[config.mk]
export PLATFORM = sky130hd
export DESIGN_NAME = serial_pw_rx
export DESIGN_NICKNAME = d
export VERILOG_FILES = /design/src/rtl/serial_pw_rx.sv
export SDC_FILE = /design/constraint.sdc
export NUM_CORES = 1
export LEC_CHECK = 0
export CORE_MARGIN = 2
export CORE_UTILIZATION = 31
export DETAILED_ROUTE_END_ITERATION = 6
export PLACE_DENSITY_LB_ADDON = 0.08
export SLEW_MARGIN = 20
export SYNTH_ARGS = -nofsm -noshare
export SYNTH_HDL_FRONTEND = slang
export SYNTH_SLANG_ARGS = --single-unit
[constraint.sdc]
create_clock -name clk -period 2.7 [get_ports clk]
set_clock_uncertainty 0.05 [all_clocks]
set_input_delay 0.54 -clock clk [delete_from_list [all_inputs] [get_ports clk]]
set_output_delay 0.54 -clock clk [all_outputs]
set_load 0.1 [all_outputs]
[src/rtl/serial_pw_rx.sv]
// Pulse-width-coded serial receiver: synchronizes the line, measures high pulse widths,
// assembles MSB-first words and buffers them in a FIFO. Define SERIAL_PW_RX_STATS_EN for the error counter.
module serial_pw_rx #(
  parameter int WORD_W     = 8,
  parameter int THRESH     = 8,
  parameter int MIN_PULSE  = 2,
  parameter int MAX_PULSE  = 15,
  parameter int IDLE_TO    = 48,
  parameter int FIFO_DEPTH = 4
) (
  input  logic              clk,
  input  logic              rst_n,
  input  logic              serial_in,
  output logic [WORD_W-1:0] rx_data,
  output logic              rx_valid,
  input  logic              rx_ready,
  output logic              overflow,
  output logic              frame_err,
  input  logic              clr_err,
  output logic [7:0]        err_cnt
);

  localparam int BW = $clog2(WORD_W + 1);
  localparam int GW = $clog2(IDLE_TO + 1);
  localparam int AW = $clog2(FIFO_DEPTH);
  localparam logic [4:0]    THR_W    = 5'(THRESH);
  localparam logic [4:0]    MIN_W    = 5'(MIN_PULSE);
  localparam logic [4:0]    MAX_W    = 5'(MAX_PULSE);
  localparam logic [BW-1:0] LAST_BIT = BW'(WORD_W - 1);
  localparam logic [GW-1:0] GAP_LAST = GW'(IDLE_TO - 1);

  localparam logic [1:0] ST_IDLE  = 2'd0;
  localparam logic [1:0] ST_HIGH  = 2'd1;
  localparam logic [1:0] ST_GAP   = 2'd2;
  localparam logic [1:0] ST_FAULT = 2'd3;

  logic              sync1_q, s_q, s_prev_q;
  logic [1:0]        settle_q, settle_d;
  logic [1:0]        state_q, state_d;
  logic [4:0]        w_q, w_d;
  logic [GW-1:0]     gap_q, gap_d;
  logic [BW-1:0]     bitcnt_q, bitcnt_d;
  logic [WORD_W-1:0] shift_q, shift_d;
  logic              done_q, done_d;
  logic              ferr_ev;

  // After reset the line is trusted only once the synchronizer and s_prev hold real samples;
  // a line found already high is swallowed through FAULT without flagging an error.
  always_comb begin
    settle_d = (settle_q == 2'd3) ? 2'd3 : settle_q + 2'd1;
    state_d  = state_q;
    w_d      = w_q;
    gap_d    = gap_q;
    bitcnt_d = bitcnt_q;
    shift_d  = shift_q;
    done_d   = 1'b0;
    ferr_ev  = 1'b0;
    case (state_q)
      ST_IDLE: begin
        if (settle_q == 2'd3 && s_q) begin
          if (s_prev_q) begin
            state_d = ST_FAULT;
          end else begin
            state_d = ST_HIGH;
            w_d     = 5'd1;
          end
        end
      end
      ST_GAP: begin
        if (s_q) begin
          state_d = ST_HIGH;
          w_d     = 5'd1;
        end else if (gap_q >= GAP_LAST) begin
          state_d  = ST_IDLE;
          bitcnt_d = '0;
          ferr_ev  = 1'b1;
        end else begin
          gap_d = gap_q + GW'(1);
        end
      end
      ST_HIGH: begin
        if (s_q) begin
          if (w_q >= MAX_W) begin
            state_d  = ST_FAULT;
            bitcnt_d = '0;
            ferr_ev  = 1'b1;
          end else begin
            w_d = (w_q == 5'd31) ? 5'd31 : w_q + 5'd1;
          end
        end else if (w_q < MIN_W) begin
          ferr_ev = 1'b1;
          gap_d   = GW'(1);
          state_d = (bitcnt_q == '0) ? ST_IDLE : ST_GAP;
        end else begin
          shift_d = WORD_W'({shift_q, (w_q >= THR_W)});
          gap_d   = GW'(1);
          if (bitcnt_q == LAST_BIT) begin
            state_d  = ST_IDLE;
            bitcnt_d = '0;
            done_d   = 1'b1;
          end else begin
            state_d  = ST_GAP;
            bitcnt_d = bitcnt_q + BW'(1);
          end
        end
      end
      default: begin
        if (!s_q) state_d = ST_IDLE;
      end
    endcase
  end

  always_ff @(posedge clk or negedge rst_n) begin
    if (!rst_n) begin
      sync1_q  <= 1'b0;
      s_q      <= 1'b0;
      s_prev_q <= 1'b0;
      settle_q <= 2'd0;
      state_q  <= ST_IDLE;
      w_q      <= '0;
      gap_q    <= '0;
      bitcnt_q <= '0;
      shift_q  <= '0;
      done_q   <= 1'b0;
    end else begin
      sync1_q  <= serial_in;
      s_q      <= sync1_q;
      s_prev_q <= s_q;
      settle_q <= settle_d;
      state_q  <= state_d;
      w_q      <= w_d;
      gap_q    <= gap_d;
      bitcnt_q <= bitcnt_d;
      shift_q  <= shift_d;
      done_q   <= done_d;
    end
  end

  // The completed word sits in shift_q for the cycle after completion and is pushed from there.
  logic [WORD_W-1:0] mem_q [FIFO_DEPTH];
  logic [AW-1:0]     wr_q, rd_q;
  logic [AW:0]       cnt_q;
  logic              full, pop, push_ok, drop;

  assign rx_valid = (cnt_q != '0);
  assign full     = (cnt_q == (AW+1)'(FIFO_DEPTH));
  assign pop      = rx_valid && rx_ready;
  assign push_ok  = done_q && (!full || pop);
  assign drop     = done_q && full && !pop;
  assign rx_data  = rx_valid ? mem_q[rd_q] : '0;

  always_ff @(posedge clk) begin
    if (push_ok) mem_q[wr_q] <= shift_q;
  end

  always_ff @(posedge clk or negedge rst_n) begin
    if (!rst_n) begin
      wr_q      <= '0;
      rd_q      <= '0;
      cnt_q     <= '0;
      overflow  <= 1'b0;
      frame_err <= 1'b0;
    end else begin
      if (push_ok) wr_q <= wr_q + AW'(1);
      if (pop)     rd_q <= rd_q + AW'(1);
      case ({push_ok, pop})
        2'b10:   cnt_q <= cnt_q + (AW+1)'(1);
        2'b01:   cnt_q <= cnt_q - (AW+1)'(1);
        default: cnt_q <= cnt_q;
      endcase
      overflow  <= drop    | (overflow  & ~clr_err);
      frame_err <= ferr_ev | (frame_err & ~clr_err);
    end
  end

`ifdef SERIAL_PW_RX_STATS_EN
  logic [7:0] err_q;
  logic [8:0] err_sum;

  always_comb begin
    err_sum = (clr_err ? 9'd0 : {1'b0, err_q}) + 9'(ferr_ev) + 9'(drop);
  end

  always_ff @(posedge clk or negedge rst_n) begin
    if (!rst_n) err_q <= 8'd0;
    else        err_q <= (err_sum > 9'd255) ? 8'hFF : err_sum[7:0];
  end

  assign err_cnt = err_q;
`else
  assign err_cnt = 8'd0;
`endif

endmodule

==> impl_metrics.tcl, run 1 <==
set metrics [dict create \
    path_cells "buf_4, mux4_2, and2_1, buf_12" \
    relSlewSlack_pct 55.6 \
    commonest_non_fill_non_tap_cell_in_the_layout "sky130_fd_sc_hd__dfrtp_1" \
    worst_skew_pair_latency_ns 0.35 \
    finalHoldViolCount 0 \
    timing.rr.start "cnt_q[1]$_DFFE_PN0P_" \
    ctsHtreeMaxLevel 3 \
    placementRows 38 \
    ys_top_cells_by_area "sky130_fd_sc_hd__dfrtp_1 29%, sky130_fd_sc_hd__edfxtp_1 28%, sky130_fd_sc_hd__mux4_2 5.3%" \
    via_count_of_the_routed_design 2040 \
    hp-class "input port to asynchronous set/reset pin" \
    cp_launch_type "flip-flop" \
    critPathKind "flip-flop to primary output" \
    ctsResizeCount 0 \
    data_required_time_at_the_worst_endpoint_ns 2.11 \
    most-common-layout-cells "40 x sky130_fd_sc_hd__dfrtp_1, 32 x sky130_fd_sc_hd__edfxtp_1, 19 x sky130_fd_sc_hd__a21oi_1" \
    groute.usage.overall_pct 11.9 \
    vias_in_the_first_global_route 2013 \
    max_slew.worst_pin.slew_ns 0.666 \
    wirelength_um 6230 \
    area.growth.synth_to_final_pct 17.0 \
    synthArstFlopShare_pct 55.6 \
    finalMaxSlewViolations 0 \
    proportion_of_layout_cells_with_a_drive_suffix_above_1_pct 19.5 \
    synthDominantCellAreaShare_pct 29.4 \
    total_leakage_power_nw 1.57 \
    grt_setup_unrepaired "no" \
    cts.sinks 72 \
    ff2ff_path_depth 8 \
    numnets_final 311 \
    cts_hold_buf 0 \
    status "finished clean" \
    netlist_instances 271 \
    pin_count 24 \
    timing.fmax_mhz 418 \
    finalSetupViolations 0 \
    path_buf_inv 2 \
    synth.yosys.seq_area_share_pct 57.7 \
    post-cts-setup-buffers 0 \
    post_layout_minimum_cycle_time_ns 2.39 \
    floorplan.die.width_um 109 \
    critPathLaunch "rd_q[0]$_DFFE_PN0N_" \
    grt_antenna_before_repair 0 \
    drt_iter0_markers 66 \
    clkSlewWorstSetupHoldPaths_ns 0.09 \
    fp.dieArea_mm2 0.0118 \
    drv.max_cap_violation_count 0 \
    cts-buffers-inserted 9 \
    dominantRegCellSynth "sky130_fd_sc_hd__dfrtp_1" \
    detailed_place_hpwl_um 4220 \
    grt_max_degree 24 \
    postSynthRegisterBits 72 \
    avgViaCountPerCell 4.67 \
    power.density_mw_per_mm2 885 \
    port-buffer-count 15 \
    drt_first_pass_iters 4 \
    antennaDiodeCount 0 \
    start_util_pct 31.5 \
    gpl.final_weighted_congestion 0.762 \
    bufs_on_longest_clock_path 2 \
    synth_area_per_cell_um2 12.5 \
    vdd_drop_max_mv 0.372 \
    path_max_fanout 10 \
    synth_area_leader_cell "sky130_fd_sc_hd__dfrtp_1" \
    cpLargestDelayFamily "multiplexers" \
    synthDistinctLibCells 50 \
    final_util_pct 36.9 \
    worst_setup_path_end_kind "primary output" \
    instances_no_fill 437 \
    yosysWarnings 0 \
    dp_cells 421 \
    globalRoute.totalOverflow 0 \
    cts_tree "done" \
    cp_num_cells 4 \
    worst-endpoint-arrival_ns 1.80 \
    ant_nets 0 \
    post_drt_wl_per_cell_um 14.3 \
    timing.final.crit_share_pct 88.5 \
    fp.dieH_um 109 \
    placeable_core_area_mm2 0.0108 \
    cts_root_buf "sky130_fd_sc_hd__clkbuf_8" \
    synth_edf_count 32 \
    timing.setup.tns_ns 0 \
    slowest_delay_ns 0.52 \
    grt_first_pass_wirelength_um 10400 \
    netlist_area_mm2 0.00340 \
    crit_slowest_cell "sky130_fd_sc_hd__mux4_2" \
    route.detailed.drc 0 \
]
per-layer routing:
layer / track usage (%) / vias up / part of all wire (%)
li1: - / 1007 / -
met1: 15.3 / 1004 / 48
met2: 19.0 / 19 / 48
met3: 2.75 / 10 / 2.0
met4: 5.49 / 0 / 2.1
met5: 0 / - / 0
report_power, final:
part / switching (W) / total (W) / internal [W]
registers: 0.000170 / 0.00149 / 0.00132
logic: 0.000644 / 0.00108 / 0.000436
clock network: 0.000430 / 0.000955 / 0.000525
total: 0.00124 / 0.00352 / 0.00228
cell families (layout without fill, tap and decap cells):
family	after synthesis	in the layout	share of synthesized area (%)
xor+xnor	6	6	1.55
mux	18	18	8.57
flops	72	72	57.7
compound gates	59	59	10.9
other cells	1	8	0.110
fa+ha+maj	14	14	5.37
buf+inv	37	56	5.48
simple gates	64	64	10.3
per-stage QoR:
stage	total power (W)	area [um^2]	worst slack, ns	hold slack (ns)
2_1_floorplan	0.00232	3430	0.291	0.194
3_3_place_gp	0.00260	3760	0.119	0.285
3_5_place_dp	0.00260	3760	0.0370	0.296
4_1_cts	0.00358	3980	0.264	0.154
5_1_grt	0.00376	3980	0.196	0.179
6_report	0.00352	3980	0.310	0.145
registers in the layout, summed over array words and instances (netlist names), 2 cells and up:
signal	flops
w_q	5
bitcnt_q	4
rd_q	2
state_q	2
wr_q	2
settle_q	2
gap_q	6
cnt_q	3
mem_q	32
shift_q	8
synthesized netlist by cell type (2+ instances only):
library cell               instances
sky130_fd_sc_hd__a41oi_1           2
sky130_fd_sc_hd__buf_2             2
sky130_fd_sc_hd__buf_4             8
sky130_fd_sc_hd__nand2_1          15
sky130_fd_sc_hd__xnor2_1           3
sky130_fd_sc_hd__buf_6             2
sky130_fd_sc_hd__nand3_1           2
sky130_fd_sc_hd__nor2_1           11
sky130_fd_sc_hd__and2_1           13
sky130_fd_sc_hd__o211ai_1          2
sky130_fd_sc_hd__ha_1             13
sky130_fd_sc_hd__clkbuf_1          8
sky130_fd_sc_hd__o21ai_0          15
sky130_fd_sc_hd__nand4_1           4
sky130_fd_sc_hd__edfxtp_1         32
sky130_fd_sc_hd__nor4_1            3
sky130_fd_sc_hd__nor2b_1           2
sky130_fd_sc_hd__dfrtp_1          40
sky130_fd_sc_hd__or2_2             2
sky130_fd_sc_hd__a21oi_1          19
sky130_fd_sc_hd__a211oi_1          2
sky130_fd_sc_hd__nor4b_1           2
sky130_fd_sc_hd__and2_4            2
sky130_fd_sc_hd__xor2_1            3
sky130_fd_sc_hd__inv_1            17
sky130_fd_sc_hd__o21a_1            3
sky130_fd_sc_hd__mux2_2            9
sky130_fd_sc_hd__a31oi_1           5
sky130_fd_sc_hd__mux4_2            8
sky130_fd_sc_hd__nand2b_1          2
path summary, 6_finish.rpt:
check / to / slack, ns
setup reg to reg: cnt_q[2]$_DFFE_PN0P_ / 0.49
hold reg to reg: s_q$_DFF_PN0_ / 0.30
min in group clk: s_q$_DFF_PN0_ / 0.30
setup / recovery: rx_data[1] / 0.31
max in group asynchronous: bitcnt_q[0]$_DFFE_PN0P_ / 1.88
hold / removal: wr_q[1]$_DFFE_PN0P_ / 0.14
area by class of cell:
cell class | count | area [um^2]
Clock buffer | 10 | 128
Clock inverter | 6 | 92.6
Fill cell | 1046 | 6820
Inverter | 17 | 63.8
Multi-Input combinational cell | 169 | 1280
Sequential cell | 72 | 1960
Tap cell | 140 | 175
Timing Repair Buffer | 23 | 278
Note: power is estimated with default switching activity, not from simulation.
==> run 2: changes to the inputs <==
- ABC_CLOCK_PERIOD_IN_PS: unset -> 2700
- SKIP_CTS_REPAIR_TIMING: unset -> 1
==> results of run 2 <==
The final DEF is identical to that of run 1; final timing and power are the same.
==> run 3: changes to the inputs <==
- GPL_TIMING_DRIVEN: unset -> 0
==> impl_metrics.tcl, run 3 (synthesized netlist as in run 1, its figures left out) <==
set metrics [dict create \
    status "finished clean" \
    clkSlewWorstSetupHoldPaths_ns 0.09 \
    vdd_drop_max_mv 0.314 \
    top_regs "mem_q (32), shift_q (8), gap_q (6)" \
    grt_antenna_before_repair 0 \
    instances_no_fill 449 \
    avgViaCountPerCell 4.63 \
    data_required_time_at_the_worst_endpoint_ns 2.11 \
    most-common-layout-cells "40 x sky130_fd_sc_hd__dfrtp_1, 32 x sky130_fd_sc_hd__edfxtp_1, 19 x sky130_fd_sc_hd__a21oi_1" \
    numnets_final 323 \
    area.growth.synth_to_final_pct 15.7 \
    globalRoute.totalOverflow 0 \
    power.density_mw_per_mm2 877 \
    post_drt_wl_per_cell_um 14.5 \
    commonest_non_fill_non_tap_cell_in_the_layout "sky130_fd_sc_hd__dfrtp_1" \
    gpl.final_weighted_congestion 0.769 \
    floorplan.die.width_um 109 \
    placementRows 38 \
    via_count_of_the_routed_design 2079 \
    drv.max_cap_violation_count 0 \
    timing.setup.tns_ns 0 \
    drt_first_pass_iters 4 \
    cts_root_buf "sky130_fd_sc_hd__clkbuf_8" \
    path_max_fanout 10 \
    final_util_pct 36.5 \
    worst_skew_pair_latency_ns 0.35 \
    largest_register_ffs 32 \
    start_util_pct 31.5 \
    grt_max_degree 29 \
    route.detailed.drc 0 \
    pin_count 24 \
    dp_cells 434 \
    ant_nets 0 \
    cts.sinks 72 \
    finalSetupViolations 0 \
    vias_in_the_first_global_route 2094 \
    max_slew.worst_pin.slew_ns 0.965 \
    finalMaxSlewViolations 0 \
    cts-buffers-inserted 9 \
    cp_launch_type "flip-flop" \
    grt_first_pass_wirelength_um 10800 \
    ctsHtreeMaxLevel 3 \
    wirelength_um 6510 \
    hp-class "input port to asynchronous set/reset pin" \
    worst-endpoint-arrival_ns 1.97 \
    detailed_place_hpwl_um 4380 \
    proportion_of_layout_cells_with_a_drive_suffix_above_1_pct 20.4 \
    design_power_total_w 0.00345 \
    relSlewSlack_pct 35.5 \
    placeable_core_area_mm2 0.0108 \
    largest_register "mem_q" \
    finalHoldViolCount 0 \
    fp.dieArea_mm2 0.0118 \
    groute.usage.overall_pct 12.1 \
    timing.fmax_mhz 390 \
    fp.dieH_um 109 \
    drt_iter0_markers 52 \
    cts_tree "done" \
    total_leakage_power_nw 1.60 \
    port-buffer-count 15 \
    critPathKind "flip-flop to primary output" \
    worst_setup_path_end_kind "primary output" \
    post_layout_minimum_cycle_time_ns 2.56 \
    antennaDiodeCount 0 \
    timing.final.crit_share_pct 94.9 \
    grt_setup_unrepaired "no" \
    bufs_on_longest_clock_path 2 \
]
-- run 3: final timing paths --
check | start | to | slack, ns | depth (start not counted)
setup / recovery | rd_q[0]$_DFFE_PN0N_ | rx_data[1] | 0.14 | 4
hold / removal | rst_n | gap_q[3]$_DFFE_PN0P_ | 0.04 | 1
max in group asynchronous | rst_n | shift_q[7]$_DFFE_PN0P_ | 2.08 | 2
min in group clk | sync1_q$_DFF_PN0_ | s_q$_DFF_PN0_ | 0.30 | 0
setup reg to reg | cnt_q[1]$_DFFE_PN0P_ | cnt_q[2]$_DFFE_PN0P_ | 0.40 | 10
hold reg to reg | sync1_q$_DFF_PN0_ | s_q$_DFF_PN0_ | 0.30 | 0
-- run 3: final cells by class --
| class | count | area [um^2] |
|---|---|---|
| Multi-Input combinational cell | 169 | 1280 |
| Buffer | 19 | 120 |
| Clock buffer | 9 | 124 |
| Timing Repair Buffer | 16 | 128 |
| Fill cell | 1048 | 6860 |
| Tap cell | 140 | 175 |
| Sequential cell | 72 | 1960 |
| Clock inverter | 7 | 77.6 |
| Inverter | 17 | 63.8 |
-- run 3: routing by layer --
metal  vias up  GRT usage [%]  wire [um]
met3         7           2.57        194
li1       1030              -          -
met2        32           20.2       3250
met5         -              0          0
met4         0           5.77         99
met1      1010           15.0       2960
-- run 3: worst max-delay path, stage by stage (launching register included) --
cell                      delay, ns
sky130_fd_sc_hd__dfrtp_1       0.32
sky130_fd_sc_hd__buf_2         0.31
sky130_fd_sc_hd__mux4_2        0.54
sky130_fd_sc_hd__and2_1        0.17
sky130_fd_sc_hd__buf_2         0.29
-- run 3: report_power, final --
part	internal (W)	switching, W
sequential	0.00132	0.000152
combinational	0.000415	0.000678
clock	0.000436	0.000452
-- run 3: through the flow --
stage	setup slack (ns)	hold slack (ns)	instance area (um^2)
final	0.137	0.0417	3940
after global routing	0.0144	0.0523	3940
after CTS	-0.678	0.0397	3970
after detailed placement	-0.274	0.287	3770
after global placement	-0.276	0.291	3750
after floorplan	0.291	0.194	3430
